**config.mk**
```make
export PLATFORM = sky130hd
export DESIGN_NAME = catch_ctrl
export DESIGN_NICKNAME = d
export VERILOG_FILES = /design/src/rtl/catch_ctrl.sv
export SDC_FILE = /design/constraint.sdc
export NUM_CORES = 1
export LEC_CHECK = 0
export BUFFER_PORTS_ARGS = -buffer_cell sky130_fd_sc_hd__buf_2
export CORE_MARGIN = 2
export CORE_UTILIZATION = 55
export DETAILED_ROUTE_END_ITERATION = 6
export GPL_TIMING_DRIVEN = 0
export PLACE_DENSITY = 0.89
export SETUP_SLACK_MARGIN = 0.2
export SKIP_LAST_GASP = 1
export SYNTH_ARGS = -nofsm -noshare
export SYNTH_HDL_FRONTEND = slang
export SYNTH_SLANG_ARGS = --single-unit
```
**constraint.sdc**
```tcl
create_clock -name Clk -period 2.45 [get_ports Clk]
set_input_delay 0.1225 -clock Clk [delete_from_list [all_inputs] [get_ports Clk]]
set_output_delay 0.1225 -clock Clk [all_outputs]
set_load 0.05 [all_outputs]
```
**src/rtl/catch_ctrl.sv**
```systemverilog
// rtl/catch_ctrl.sv - throw/catch game controller: frame-paced flight, catch/miss decision, hold timer, score
// Define CATCH_SCORE_EN to build the saturating catch_count register; otherwise catch_count is tied to 8'h00.
module catch_ctrl #(
  parameter logic [7:0] THROW_KEY   = 8'h2C,
  parameter int         HOLD_FRAMES = 30,
  parameter int         SCREEN_W    = 640
) (
  input  logic        Clk,
  input  logic        Reset,
  input  logic        frame_clk,
  input  logic [7:0]  keycode,
  input  logic [19:0] sprite_xpos,
  input  logic [19:0] sprite_ypos,
  input  logic [9:0]  sprite_W,
  input  logic [9:0]  sprite_H,
  input  logic [9:0]  target_xpos,
  input  logic [9:0]  target_ypos,
  input  logic [9:0]  target_W,
  input  logic [9:0]  target_H,
  output logic        spr_on,
  output logic        inc,
  output logic        hit,
  output logic [7:0]  catch_count,
  output logic [1:0]  state
);

  typedef enum logic [1:0] {
    IDLE   = 2'd0,
    FLIGHT = 2'd1,
    CAUGHT = 2'd2,
    MISS   = 2'd3
  } state_t;

  localparam logic [15:0] HOLD_LAST = 16'(HOLD_FRAMES - 1);
  localparam logic [19:0] EDGE_X    = 20'(SCREEN_W);

  state_t      st;
  logic        frame_clk_d;
  logic        fe_q;
  logic        armed;
  logic [15:0] hold_cnt;

  logic [19:0] bx, by, bw, bh, tx, ty, tw, th;
  logic        ov;
  logic        at_edge;

  // All box arithmetic is done at 20 bits with zero-extended 10-bit operands.
  assign bx = sprite_xpos;
  assign by = sprite_ypos;
  assign bw = {10'b0, sprite_W};
  assign bh = {10'b0, sprite_H};
  assign tx = {10'b0, target_xpos};
  assign ty = {10'b0, target_ypos};
  assign tw = {10'b0, target_W};
  assign th = {10'b0, target_H};

  assign ov      = (bx <= tx + tw) & (tx <= bx + bw) & (by <= ty + th) & (ty <= by + bh);
  assign at_edge = (bx + bw) >= EDGE_X;

  assign state = st;

  always_ff @(posedge Clk or posedge Reset) begin
    if (Reset) begin
      st          <= IDLE;
      frame_clk_d <= 1'b0;
      fe_q        <= 1'b0;
      armed       <= 1'b0;
      hold_cnt    <= 16'd0;
      spr_on      <= 1'b0;
      inc         <= 1'b0;
      hit         <= 1'b0;
    end else begin
      frame_clk_d <= frame_clk;
      fe_q        <= frame_clk & ~frame_clk_d;
      inc         <= 1'b0;
      hit         <= 1'b0;
      case (st)
        IDLE: begin
          // A held throw key launches once; it must be seen released before the next launch.
          if (fe_q && armed && keycode == THROW_KEY) begin
            st     <= FLIGHT;
            spr_on <= 1'b1;
            inc    <= 1'b1;
            armed  <= 1'b0;
          end else if (keycode != THROW_KEY) begin
            armed <= 1'b1;
          end
        end
        FLIGHT: begin
          if (fe_q) begin
            if (ov) begin
              st       <= CAUGHT;
              spr_on   <= 1'b0;
              hit      <= 1'b1;
              inc      <= 1'b1;
              hold_cnt <= 16'd0;
            end else if (at_edge) begin
              st       <= MISS;
              spr_on   <= 1'b0;
              inc      <= 1'b1;
              hold_cnt <= 16'd0;
            end
          end
        end
        CAUGHT, MISS: begin
          if (fe_q) begin
            if (hold_cnt == HOLD_LAST) begin
              st <= IDLE;
            end else begin
              hold_cnt <= hold_cnt + 16'd1;
            end
          end
        end
        default: st <= IDLE;
      endcase
    end
  end

`ifdef CATCH_SCORE_EN
  logic [7:0] count_q;

  always_ff @(posedge Clk or posedge Reset) begin
    if (Reset) begin
      count_q <= 8'h00;
    end else if (hit && count_q != 8'hFF) begin
      count_q <= count_q + 8'h01;
    end
  end

  assign catch_count = count_q;
`else
  assign catch_count = 8'h00;
`endif

endmodule

```
==> impl_metrics.py <==
metrics = {
    "floorplan": {
        "die_area_um2": 9100,
        "start_util_pct": 56.5,
        "core_region_area_um2": 8130,
        "io_pins": 124,
        "die_h_um": 95.4,
        "die_width_um": 95.4,
        "row_count": 33,
    },
    "timing": {
        "fmax_ghz": 0.275,
        "whs_ps": 48.8,
        "layout_min_cycle_time_ps": 3640,
        "drv_slew": 0,
        "slew_headroom_pct": 38.3,
        "setup_viol": 21,
        "max_slew.worst_pin.slew_ps": 924,
        "finalSetupTns_ps": -23090,
        "skew_ps": 3.91,
        "rsz0062_at_grt": "yes",
        "worst_slack_ps": -1190,
        "timing.final.crit_share_pct": 149,
        "hold_violations": 0,
    },
    "layout": {
        "nets": 939,
        "final_common_cell": "buf_2",
        "multi_input_comb_area_um2": 3980,
        "final_cell_mix": "buf_2, ha_1, inv_1, nand2_1, a21oi_1",
        "seq_area_um2": 601,
        "diodes": 0,
        "syn2layout_area_growth_pct": 27.3,
        "fillers": 613,
        "final_util_pct": 71.9,
        "drive_gt1_share_pct": 28.6,
    },
    "placement": {
        "dp_slack_ps": -1660,
        "io_buffers": 112,
        "dp_hpwl_mm": 10.4,
        "gp_congestion": 0.927,
    },
    "cts": {
        "numClockSinks": 24,
        "numCtsBuffers": 3,
        "clockBufferDepth": 2,
        "htree_levels": 1,
        "clockRootBuffer": "clkbuf_8",
        "cts_tree": "done",
        "insertion_delay_ps": 270,
        "cts.clk_slew.worst_paths_ps": 80,
    },
    "job": {
        "cap_violations": 0,
    },
    "critical_path": {
        "r2r-end": "hold_cnt[9]",
        "crit_chain": "buf_8, ha_4, inv_2, fa_2, nor2b_4, o21ai_2, a21boi_2, o21ai_2, a21oi_2, o21ai_1, nand2b_1, a21o_1, a21oi_2, ha_1, nand3_2, or3_4, a21oi_4, a2111oi_4, o211ai_1, nor2_1, a21oi_2, o21ai_4, buf_6, o22ai_2",
        "required_ps": 2640,
        "critical_path.slowest_cell": "fa_2",
        "start_kind": "input pin",
        "rr_startpoint": "hold_cnt[0]",
        "crit_arrival_ps": 3820,
        "crit_path_frequent_cell": "a21oi_2",
        "critPathMaxStageDelay_ps": 380,
        "rr_worst_depth": 9,
        "endpoint_kind": "flip-flop",
        "crit_type": "input pin to flip-flop",
        "cp_max_fo": 5,
        "ff2ff_setup_slack_ps": -140,
    },
    "grt": {
        "grt_pass1_wl_mm": 22.1,
        "antenna_found_initial": 1,
        "grt_max_degree": 25,
        "grt.total_usage_pct": 29.7,
        "grt_pass1_vias": 5133,
        "grt_overflow": 0,
    },
    "power_and_ir_drop": {
        "clockPowerShare_pct": 10.2,
        "pwr-share-comb_pct": 68.0,
        "internal_power_mw": 1.23,
        "power.density_nw_per_um2": 388,
        "p_leak_nw": 2.86,
        "switching_power_mw": 1.04,
        "p_seq_share_pct": 21.7,
        "ir_worst_vdd_mv": 0.209,
        "switching_share_pct": 45.8,
    },
    "detailed_routing": {
        "wl_per_cell_um": 17.2,
        "drt_iter0_markers": 427,
        "dr.pass1.iters": 6,
        "post_drt_via_cell_ratio": 6.40,
        "drc": 0,
        "ant_nets": 0,
        "wl_mm": 14.5,
        "vias": 5391,
    },
    "logic_synthesis": {
        "synth_top_area_cell": "ha_1",
        "yosysSeqAreaShare_pct": 13.1,
        "syn_inst": 591,
        "synth_edf_count": 0,
        "ys_seq_elements": 24,
        "synth.area.top_cells": "ha_1, dfrtp_1, a21oi_1",
        "ys.flop_type": "dfrtp_1",
        "syn_avg_cell_area_um2": 7.77,
        "synth_top_area_share_pct": 22.9,
        "synth-warning-count": 0,
        "ys_async_sr_fraction_pct": 100,
        "ys_types": 66,
        "synth_area_um2": 4590,
    },
    "outcome": {
        "violations": "negative setup slack",
        "status": "complete, but fails checks",
    },
    "hold_path": {
        "hp-class": "input pin to async pin",
    },
}
==> sequential cells by signal, indices dropped and copies added (netlist names) <==
register / cells
armed: 1
hold_cnt: 16
frame_clk_d: 1
hit: 1
state: 2
fe_q: 1
spr_on: 1
inc: 1
==> routing by layer <==
| layer | vias to the layer above | track usage (%) | wire (um) |
|---|---|---|---|
| met5 | - | 0 | 0 |
| met4 | 0 | 14.8 | 834 |
| met3 | 95 | 4.27 | 1060 |
| met2 | 311 | 54.5 | 7160 |
| met1 | 2461 | 33.4 | 5440 |
| li1 | 2524 | - | - |
==> power by group through the flow <==
stage	logic, mW	registers, mW	clock network, mW
after global placement	1.23	0.493	0
final	1.54	0.492	0.232
after floorplan	0.960	0.482	0
after detailed placement	1.29	0.496	0
after CTS	1.40	0.488	0.237
after global routing	1.68	0.500	0.259
==> what timing repair did <==
action,in CTS,in global routing
endpoints found under the setup margin,21,21
pin swaps,39,20
resized for setup,30,34
hold buffers,1,0
buffers inserted,18,5
cloned,1,0
endpoints found under the hold margin,1,0
==> cells by family (layout without fill, tap and decap cells) <==
family / Yosys count / count (layout) / synth area share, %
mux: 8 / 8 / 2.04
xor+xnor: 30 / 30 / 5.72
buf+inv: 65 / 205 / 6.21
flops: 24 / 24 / 13.1
other cells: 1 / 8 / 0.0817
fa+ha+maj: 88 / 88 / 24.6
compound gates: 188 / 188 / 26.7
simple gates: 187 / 187 / 21.5
==> worst max-delay path: cells and delay by family <==
kind	cells	cell delay [ps]
buffers and inverters	3	280
AND/OR/NAND/NOR	5	760
AO/OA/AOI/OAI	13	1820
adder cells (fa/ha/maj)	3	820
==> Yosys cell counts (3+ instances only) <==
library cell   n
a211oi_1      11
a21boi_0       3
a21o_1        14
a21oi_1       47
a31oi_1       11
and2_1         3
and3_1         4
and4_1         6
buf_4          9
clkbuf_1      10
dfrtp_1       24
fa_1           4
ha_1          84
inv_1         44
mux2i_1        6
nand2_1       38
nand2b_1       9
nand3_1       29
nand4_1       14
nand4b_1       4
nor2_1        25
nor2b_1        9
nor3_1        25
nor4_1         6
nor4b_1        3
o211ai_1       9
o21a_1         5
o21ai_0       43
o21ai_2        7
o21bai_1       4
o22ai_1        3
o22ai_2        3
o31ai_1        4
xnor2_1       15
xor2_1        15
==> worst max-delay path by stage <==
| stage | startpoint | endpoint | slack [ps] | cells past startpoint |
|---|---|---|---|---|
| floorplan | target_xpos[0] | hold_cnt[14] | -880 | 21 |
| global placement | target_xpos[1] | hold_cnt[1] | -1590 | 21 |
| detailed placement | target_xpos[1] | state[0] | -1660 | 20 |
| CTS | target_H[1] | hold_cnt[0] | -1110 | 22 |
| global route | target_W[0] | inc | -1350 | 24 |
| finish | target_W[0] | hold_cnt[3] | -1190 | 24 |
==> area by class of cell <==
cell class	count	area share, %
Buffer	20	1.99
Sequential cell	24	10.3
Timing Repair Buffer	137	13.9
Inverter	45	2.89
Multi-Input combinational cell	509	68.0
Tap cell	105	2.25
Clock buffer	3	0.706
==> stage by stage <==
stage / instances / total power, mW / area (um^2)
floorplan: 598 / 1.44 / 4660
global placement: 815 / 1.72 / 5350
detailed placement: 815 / 1.79 / 5350
CTS: 838 / 2.12 / 5680
global route: 843 / 2.44 / 5850
finish: 843 / 2.27 / 5850
Note: power is estimated with default switching activity, not from simulation.
